--- config.mk ---
export PLATFORM = sky130hd
export DESIGN_NAME = muldiv_unit
export DESIGN_NICKNAME = d
export VERILOG_FILES = /design/src/rtl/muldiv_unit.sv
export SDC_FILE = /design/constraint.sdc
export NUM_CORES = 1
export LEC_CHECK = 0
export ABC_AREA = 1
export CAP_MARGIN = 20
export CORE_UTILIZATION = 50
export DETAILED_ROUTE_END_ITERATION = 10
export DONT_BUFFER_PORTS = 1
export GPL_TIMING_DRIVEN = 0
export PLACE_DENSITY = 0.7
export SYNTH_ARGS = -nofsm -noshare
export SYNTH_HDL_FRONTEND = slang
export SYNTH_SLANG_ARGS = --single-unit
--- constraint.sdc ---
create_clock -name clk -period 2.2 [get_ports clk]
set_input_delay 0.22 -clock clk [delete_from_list [all_inputs] [get_ports clk]]
set_output_delay 0.22 -clock clk [all_outputs]
set_load 0.005 [all_outputs]
--- src/rtl/muldiv_unit.sv ---
// rtl/muldiv_unit.sv - iterative unsigned multiply/divide unit, one operand bit per cycle
module muldiv_unit #(
  parameter int WIDTH = 16
) (
  input  logic             clk,
  input  logic             reset,
  input  logic             start,
  input  logic [1:0]       op,
  input  logic [WIDTH-1:0] a,
  input  logic [WIDTH-1:0] b,
  input  logic             flush,
  output logic             busy,
  output logic             done,
  output logic [WIDTH-1:0] f
);

  localparam logic [1:0] OP_MUL   = 2'b00;
  localparam logic [1:0] OP_MULHU = 2'b01;
  localparam logic [1:0] OP_DIVU  = 2'b10;
  localparam logic [1:0] OP_REMU  = 2'b11;
  localparam logic [4:0] LAST_CNT = 5'(WIDTH - 1);

  typedef enum logic [1:0] {
    S_IDLE,
    S_BUSY,
    S_DONE
  } state_t;

  state_t           r_state;
  logic [1:0]       r_op;
  logic [WIDTH-1:0] r_opnd;   // addend (a) for multiply, divisor (b) for divide
  logic [WIDTH-1:0] r_hi;     // product high half / partial remainder
  logic [WIDTH-1:0] r_lo;     // multiplier bits then product low half / dividend then quotient
  logic [4:0]       r_cnt;
  logic             r_busy;
  logic             r_done;
  logic [WIDTH-1:0] r_f;

  logic [WIDTH:0]   w_sum;
  logic [WIDTH:0]   w_shift;
  logic [WIDTH-1:0] w_diff;
  logic             w_borrow;
  logic [WIDTH-1:0] w_hi_nxt;
  logic [WIDTH-1:0] w_lo_nxt;
  logic [WIDTH-1:0] w_result;

  assign w_sum    = {1'b0, r_hi} + {1'b0, (r_lo[0] ? r_opnd : {WIDTH{1'b0}})};
  assign w_shift  = {r_hi, r_lo[WIDTH-1]};
  assign w_borrow = (w_shift < {1'b0, r_opnd});
  // The remainder after a successful subtract is always below the divisor, so WIDTH bits suffice.
  assign w_diff   = w_shift[WIDTH-1:0] - r_opnd;

  // One iteration step: shift-add for multiply, restoring subtract for divide
  always_comb begin
    w_hi_nxt = r_hi;
    w_lo_nxt = r_lo;
    if (r_op[1]) begin
      w_hi_nxt = w_borrow ? w_shift[WIDTH-1:0] : w_diff;
      w_lo_nxt = {r_lo[WIDTH-2:0], ~w_borrow};
    end else begin
      w_hi_nxt = w_sum[WIDTH:1];
      w_lo_nxt = {w_sum[0], r_lo[WIDTH-1:1]};
    end
  end

  // Select the requested half / quotient / remainder from the final step
  always_comb begin
    w_result = w_lo_nxt;
    case (r_op)
      OP_MUL:   w_result = w_lo_nxt;
      OP_MULHU: w_result = w_hi_nxt;
      OP_DIVU:  w_result = w_lo_nxt;
      OP_REMU:  w_result = w_hi_nxt;
      default:  w_result = w_lo_nxt;
    endcase
  end

  // Control FSM with registered busy/done/result
  always_ff @(posedge clk or posedge reset) begin
    if (reset) begin
      r_state <= S_IDLE;
      r_op    <= 2'b00;
      r_opnd  <= '0;
      r_hi    <= '0;
      r_lo    <= '0;
      r_cnt   <= 5'd0;
      r_busy  <= 1'b0;
      r_done  <= 1'b0;
      r_f     <= '0;
    end else begin
      case (r_state)
        S_IDLE, S_DONE: begin
          r_done <= 1'b0;
          if (start && !flush) begin
            r_state <= S_BUSY;
            r_busy  <= 1'b1;
            r_op    <= op;
            r_cnt   <= 5'd0;
            r_hi    <= '0;
            r_opnd  <= op[1] ? b : a;
            r_lo    <= op[1] ? a : b;
          end else begin
            r_state <= S_IDLE;
            r_busy  <= 1'b0;
          end
        end
        S_BUSY: begin
          if (flush) begin
            r_state <= S_IDLE;
            r_busy  <= 1'b0;
          end else begin
            r_hi  <= w_hi_nxt;
            r_lo  <= w_lo_nxt;
            r_cnt <= r_cnt + 5'd1;
            if (r_cnt == LAST_CNT) begin
              r_state <= S_DONE;
              r_busy  <= 1'b0;
              r_done  <= 1'b1;
              r_f     <= w_result;
            end
          end
        end
        default: begin
          r_state <= S_IDLE;
          r_busy  <= 1'b0;
          r_done  <= 1'b0;
        end
      endcase
    end
  end

  assign busy = r_busy;
  assign done = r_done;
  assign f    = r_f;

endmodule

# --- Word level (Yosys, flattened, before mapping) ---
# Cells that the tools add are included.
op_classes:
  bitwise: 2
  n_reduce_logical: 12
  n_addsub: 3
  n_mux: 27
  eq_ne: 10
  n_lt_le_gt_ge: 1
ops:
  columns: ["op", "count"]
  rows:
  - ["16-bit two-way mux", 10]
  - ["16-bit case mux with 2 select lines", 3]
  - ["16-bit by 16-bit adder with 17-bit output", 1]
  - ["17-bit by 16-bit < comparator with 1-bit output", 1]
  - ["16-bit subtractor", 1]
  - ["5-bit two-way mux", 2]
  - ["5-bit case mux with 2 select lines", 1]
  - ["1-bit two-way mux", 7]
  - ["2-bit == test, second input constant", 3]
  - ["2-bit != test, second input constant", 3]
  - ["3-bit AND reduction", 2]
  - ["2-bit OR reduction", 3]
  - ["5-bit by 1-bit adder with 5-bit output, second input constant", 1]
  - ["5-bit by 4-bit == test with 1-bit output, second input constant", 1]
  - ["2-bit by 1-bit == test with 1-bit output, second input constant", 2]
  - ["2-bit logical NOT", 2]
  - ["2-bit two-way mux", 2]
  - ["2-bit case mux with 2 select lines", 1]
  - ["2-bit AND reduction", 2]
  - ["3-bit != test, second input constant", 1]
  - ["1-bit inverter", 2]
  - ["1-bit case mux with 2 select lines", 1]
  - ["2-bit nonzero test", 1]
  - ["1-bit logical AND", 1]
  - ["1-bit logical NOT", 1]
word_totals:
  out_inout_bits: 18
  inputBits: 38
  regBits: 75
  word_cells: 64

# --- Longest topological paths before layout ---
logic_depth:
  word_depth: 5
  depth_mapped: 17
  ltp_nobuf: 16

# --- Worst setup path after synthesis ---
# No wires, ideal clock.
synth_path:
  kind: "reg2reg"
  startpoint: "register r_lo[0]"
  endpoint: "register r_f[9] (netlist: f[9])"
  stages_incl_launch_ff: 17
  synth_period_minus_slack_ns: 2.266
  setup_time_ns: 0.117
  path_buffers: 2
  arrival_time_ns: 2.148
  slack_ns: -0.066
  required_ns: 2.083
  cell_sequence: "dfrtp_1 clkbuf_1 buf_1 nand2_1 inv_1 ha_1 fa_1 nand3_1 nand2_1 nand3_1 nand2_1 nand2_1 nand3b_1 nand3_1 nand3_1 nand3_1 nand2_1"
synth_between:
  elab_chain_cells: 4
synth_lines:
  columns: ["item", "line", "rtl"]
  rows:
  - ["start, declared", "33", "logic [WIDTH-1:0] r_lo;"]
  - ["start signal, assigned", "101", "r_lo <= op[1] ? a : b;"]
  - ["start signal, assigned", "113", "r_lo <= w_lo_nxt;"]
  - ["16-bit two-way mux", "47", "assign w_sum = {1'b0, r_hi} + {1'b0, (r_lo[0] ? r_opnd : {WIDTH{1'b0}})};"]
  - ["16-bit by 16-bit adder with 17-bit output", "47", null]
  - ["16-bit two-way mux", "57", "if (r_op[1]) begin"]
  - ["16-bit case mux with 2 select lines", "69", "case (r_op)"]
  - ["end signal, assigned", "119", "r_f <= w_result;"]
  - ["end, declared", "37", "logic [WIDTH-1:0] r_f;"]
# No other way between the ends.
# A chain may end at the register's enable or synchronous reset.

# --- Worst setup path after layout ---
layout_path:
  startpoint: "register r_lo[0]"
  endpoint: "register r_hi[10]"
layout_between:
  elab_chain_cells: 5
layout_lines:
  columns: ["item", "line", "rtl"]
  rows:
  - ["16-bit two-way mux", "47", null]
  - ["16-bit by 16-bit adder with 17-bit output", "47", null]
  - ["16-bit two-way mux", "57", null]
  - ["16-bit two-way mux", "108", "if (flush) begin"]
  - ["16-bit case mux with 2 select lines", "91", "case (r_state)"]
  - ["end signal, assigned", "112", "r_hi <= w_hi_nxt;"]
  - ["end, declared", "32", "logic [WIDTH-1:0] r_hi;"]
# No other way between the ends. The select of a mux whose other input is x is not followed.

==> metrics.md <==
| Metric | Value |
|---|---|
| Core footprint | `~0.012 mm2` |
| Post-Syn Area | `approximately 0.0060 mm2` |
| Mux share of post-synthesis cell area | `0%` |
| Area share of the largest cell type after synthesis | `30.7%` |
| Vias | `6,428` |
| Final design utilization | `between 60% and 70%` |
| Net Switching | `around 4.5 mW` |
| Site Rows | `39` |
| Iter 0 DRT Violations | `between 500 and 600` |
| Final hold slack | `roughly 0.045 ns` |
| CTS tree | `built` |
| Global-route wire length before repair | `around 30,000 um` |
| Peak supply drop | `between 0.5 and 0.6 mV` |
| Initial antenna violation count | `0` |
| Clock Skews | `between 0.009 and 0.01 ns` |
| GR Overflow Total | `0` |
| Critical R2R Launch | `r_lo[0]` |
| Synth Area in XOR/XNOR | `less than 1%` |
| Vias in the first global route | `between 5,000 and 6,000` |
| Final antenna-violating net count | `0` |
| Worst skew pair latency | `0.34 ns` |
| Slew Limit Fails | `0` |
| Sequential share of the synthesized area | `a little under a third` |
| GRT Util Overall | `31.8%` |
| Failing checks | `DRC, setup timing` |
| Via density | `roughly 5.8` |
| Switching part of the total power | `48.5%` |
| CTS max path bufs | `2` |
| Power Dens Cells | `around 1300 mW/mm2` |
| DRC | `1` |
| Setup TNS | `-0.0173 ns` |
| Final setup margin | `-0.0107 ns` |
| H-tree level count | `3` |
| DRT Wirelength | `between 20,000 and 25,000 um` |
| Largest family of logic cells by synthesized area | `simple AND/OR/NAND/NOR gates` |
| Count leader, synth | `nand2_1` |
| Synthesized Nets | `approximately 1,000` |
| Area after DPL | `0.00624 mm2` |
| Worst Tran Pin Value | `roughly 0.76 ns` |
| Syn Area/Cell | `6.50 um2` |
| Inserted Clock Buffers | `9` |
| Routed len/inst | `~18 um` |
| Nets | `1,035` |
| Multi-input gate area | `approximately 0.0041 mm2` |
| Final hold vios | `0` |
| Unrepaired setup endpoints after global routing | `true` |
| PortBufs | `0` |
| Placed Instances | `roughly 1,100` |
| Reg2Reg Depth | `14` |
| Pwr Total | `9.38 mW` |
| Cell Int Power | `between 4 and 5 mW` |
| Chip width | `112 um` |
| Post-route cell area | `approximately 0.0074 mm2` |
| ANT cells | `0` |
| WP data required | `2.41 ns` |
| Reg2reg end | `r_hi[10]` |
| Post-Place Setup Slack | `-0.299 ns` |
| Fmax | `~450 MHz` |
| Distinct cell type count after synthesis | `40` |
| Largest net degree at the start of global routing | `63` |
| Layout Cells excl Fill | `~1,100` |
| Root Driver | `clkbuf_16` |
| Sequential power share | `between 20 and 25%` |
| Die height | `between 100 and 150 um` |
| Total I/O pin count | `56` |
| Relative slew slack | `49.2%` |
| R2R setup slack | `-0.01 ns` |
| Adder-cell area share of the yosys netlist | `7.72%` |
| Register area | `~0.0019 mm2` |
| Simple logic cell fraction of the synthesized area | `approximately a third` |
| Yosys reg bits | `74` |
| Share of layout cells above drive strength 1 | `about a fifth` |
| EDFF count, synth | `0` |
| CP Launch Type | `register` |
| Area leader, netlist | `dfrtp_1` |
| Post-synth ARST share | `100%` |
| Clock sink count | `74` |
| Minimum clock period | `2.21 ns` |
| Synth Area in Compound Gates | `14.7%` |
| Total die area | `approximately 0.013 mm2` |
| DPL Wire Length | `around 15,000 um` |
| Ys flop type | `dfrtp_1` |
| First-pass detailed-route iteration total | `9` |
| Combinational share of power | `about 63%` |
| Crit path kind | `reg -> reg` |
| Mapped Cells | `just over 900` |
| Worst-path clk slew | `~0.06 ns` |
| Hold Startpoint | `a[5]` |
| RePlAce Congestion | `roughly 0.94` |
| Fill cells | `around 1,100` |
| Clk network pwr share | `roughly 15%` |
| CP Launch Point | `r_lo[0]` |
| Critical Path AT | `~2.4 ns` |
| Synth cell count leaders | `315 x nand2_1, 133 x inv_1, 86 x nand3_1` |
| Final period util | `100%` |
| Min-delay worst type | `in -> reg` |
| Max-cap violations | `0` |
| Status | `finished, violations left` |
| Setup crit end kind | `register` |
| Max FO, Critical Path | `8` |
| Worst hold endpoint | `r_opnd[5]` |
| LEAKAGE | `3.79 nW` |
| Synth area leaders | `dfrtp_1 31%, nand2_1 20%, inv_1 8.3%` |
| Final setup violation count | `2` |
| Ys Warns | `0` |
| Worst hold stages | `2` |
| Area Overhead vs Synth | `21.9%` |
| Initial Utilization | `52.1%` |
layout by cell type, fill, tap and decap left out, drive strengths merged, types with 6 or more instances in the layout:
master / instances
dfrtp: 74
inv: 139
nor3: 6
o211ai: 28
clkbuf: 29
nand4: 6
a21oi: 33
ha: 34
nor2: 50
nand3: 94
nand2: 321
buf: 35
o21ai: 70
how the worst max path moves through the flow:
stage	cells after the start	end	slack [ns]
floorplan	16	f[9]	0.02
global placement	1	r_opnd[13]	-0.82
detailed placement	16	f[9]	-0.30
CTS	15	f[9]	-0.008
global route	15	r_hi[10]	-0.13
finish	14	r_hi[10]	-0.01
metal layers:
| layer | GRT usage (%) | wire length, um | vias to the layer above | part of all wire, % |
|---|---|---|---|---|
| li1 | - | - | 3060 | - |
| met1 | 40.4 | 7970 | 2947 | 39 |
| met2 | 50.3 | 9350 | 339 | 46 |
| met3 | 6.53 | 1890 | 82 | 9.3 |
| met4 | 17.8 | 1190 | 0 | 5.8 |
| met5 | 0 | 0 | - | 0 |
power groups by stage:
stage,Sequential [mW],Clock (mW),Combinational [mW]
after floorplan,1.86,0,3.47
after global placement,1.97,0,4.42
after detailed placement,1.98,0,4.46
after CTS,1.97,1.43,4.66
after global routing,2.08,1.48,6.46
final,2.07,1.42,5.89
cell families (layout without fill, tap and decap cells):
family | count (synthesis) | in the layout
XOR/XNOR | 3 | 3
AND/OR/NAND/NOR | 487 | 487
buffers and inverters | 175 | 210
adder cells (fa/ha/maj) | 36 | 36
AO/OA/AOI/OAI | 153 | 153
flip-flops | 74 | 74
worst max-delay path: stages, from the launching register on:
cell      delay, ns
dfrtp_2        0.44
buf_6          0.15
nand2_1        0.09
inv_2          0.06
ha_4           0.27
a21oi_4        0.17
nor2_1         0.08
nor2_2         0.20
nand2_4        0.11
nand2_2        0.07
nand3b_1       0.08
nand3_1        0.11
nand2_1        0.11
nand2_1        0.07
o21ai_0        0.09
repair_timing:
action,4_1_cts,5_1_grt
setup buffers,4,13
hold endpoints to repair,75,0
hold buffers,2,0
resized for setup,16,140
pin swaps,1,35
setup endpoints to repair,27,33
cloned,0,4
registers in the layout (all words and copies together), names as in the netlist:
name and count:
done 1, r_hi 16, r_state 1, busy 1
r_op 2, r_cnt 5, f 16, r_lo 16
r_opnd 16
cell type report:
class | count | share of cell area (%)
Tap cell | 143 | 2.43
Timing Repair Buffer | 23 | 3.15
Clock buffer | 10 | 3.11
Multi-Input combinational cell | 679 | 55.5
Buffer | 33 | 2.62
Sequential cell | 74 | 25.3
Clock inverter | 3 | 0.596
Inverter | 141 | 7.25
Note: power is estimated with default switching activity, not from simulation.
==> RTL change, RTL diff (same flow settings) <==
`WIDTH`: 16 -> 32.
--- a/src/rtl/muldiv_unit.sv
+++ b/src/rtl/muldiv_unit.sv
@@ -1,5 +1,5 @@
 // rtl/muldiv_unit.sv - iterative unsigned multiply/divide unit, one operand bit per cycle
 module muldiv_unit #(
-  parameter int WIDTH = 16
+  parameter int WIDTH = 32
 ) (
   input  logic             clk,
Interface: changed (resized a, b and f); port bits go from 56 to 104. The function was not compared with the original's and may differ.
==> RTL change against the unedited design <==
The run ends with negative setup slack left; fmax decreased by 17%; sequential cell count is 64 higher; area after synthesis up 120%; wire length rose to 3.1 times the old value; largest power group unchanged; critical path type unchanged; final area rose to 2.5 times the old value; setup slack got worse by 460 ps; total power increased to 2.6 times the old value; combinational power rose to 2.9 times the old value; sequential share of layout area is 6.5 points lower; highest routed layer unchanged.
==> RTL change: results (changes against the unedited design) <==
| Metric | Value |
|---|---|
| Status | complete, but fails checks (unchanged) |
| Violated checks | negative setup slack (was design-rule violations, negative setup slack) |
| Grt met2 use | 0.636 (was 0.503) |
| Met3 Use GR | 0.0955 (was 0.0653) |
| CP peak stage delay | 380 ps (was 440 ps) |
| Multi-input gate count | 1569 (was 679) |
| Largest net degree at the start of global routing | 38 (was 63) |
| Area of the multi-input gates | 10600 um^2 (was 4080 um^2) |
| Routed length on met1 | 23400 um (was 7970 um) |
| DRT iter0 DRCs | 2096 (was 536) |
| Data arrival, critical path | 3010 ps (was 2420 ps) |
| Layout clock buffers | 17 (was 10) |
| Yosys cell types | 43 (was 40) |
| Met2 wire length | 27000 um (was 9350 um) |
| FF/Latch Area | 3490 um^2 (was 1860 um^2) |
| Non-clk buf share | 0.107 (was 0.0577) |
| DP HPWL | 43600 um (was 14700 um) |
| First-pass GRT wire length | 84900 um (was 30100 um) |
| Setup tns final | -20500 ps (was -17.3 ps) |
| Drt via density | 6.15 (was 5.81) |
| Nonclk buf count | 244 (was 56) |
| Crit path max-delay cell type | dfrtp_1 (was dfrtp_2) |
| Hold EP | r_opnd[2] (was r_opnd[5]) |
| Final setup vio count | 66 (was 2) |
| Slew at the pin closest to its max-slew limit | 1130 ps (was 763 ps) |
| Largest cells by area after synthesis | dfrtp_1, nand2_1, inv_1, ha_1, nand3_1 (was dfrtp_1, nand2_1, inv_1, nand3_1, ha_1) |
| Inverters | 379 (was 141) |
| GRT Overall Usage | 0.434 (was 0.318) |
| Number of diodes | 1 (was 0) |
| Vias in the first global route | 14400 (was 5871) |
| Post-Synth XOR/XNOR Area | 0.00941 (was 0.00436) |
| Worst Setup EP | f[23] (was r_hi[10]) |
| Syn Nets | 2307 (was 1002) |
| Fill count | 1999 (was 1064) |
| Int Pwr | 11.4 mW (was 4.83 mW) |
| Adder-cell share of the synthesized area | 0.0665 (was 0.0772) |
| Combinational power share | 0.715 (was 0.628) |
| Clock Skew | 16.8 ps (was 9.36 ps) |
| Post-synthesis sequential area ratio | 0.265 (was 0.307) |
| CTS sink cnt | 138 (was 74) |
| Post-synthesis compound-gate area fraction | 0.120 (was 0.147) |
| P_leak | 10.0 nW (was 3.79 nW) |
| Worst Hold Slack | 3.14 ps (was 45.3 ps) |
| Met3 WL | 7930 um (was 1890 um) |
| Setup slack after layout | -471 ps (was -10.7 ps) |
| GR Layer Usage met1 | 0.562 (was 0.404) |
| Final #Nets | 2487 (was 1035) |
## RTL change: cell types whose count changed after synthesis, sizes merged, moves of 59 or more
cell   change
nand2    +519
o21ai     +59
nand3     +62
dfrtp     +64
inv      +240
nor2      +76
## RTL change: metrics by stage
stage	cells	setup slack, ps	utilization
floorplan	2169	-41.8	-
global placement	2499	-988	0.532
detailed placement	2503	-1010	0.535
CTS	2621	-382	0.644
global route	2692	-498	0.729
finish	2693	-471	0.729
## RTL change: critical path, delay by kind of cell, from the launching register on
kind,cells,cell delay [ps]
buffers and inverters,3,370
flip-flops,1,380
AND/OR/NAND/NOR,11,1250
adder cells (fa/ha/maj),2,540
## RTL change: repair_timing
action / 4_1_cts / 5_1_grt
pin swaps: 76 / 183
setup endpoints to repair: 78 / 95
hold endpoints to repair: 53 / 0
gates resized for setup: 312 / 428
buffers inserted: 63 / 69
hold buffers: 21 / 0
cloned: 2 / 4
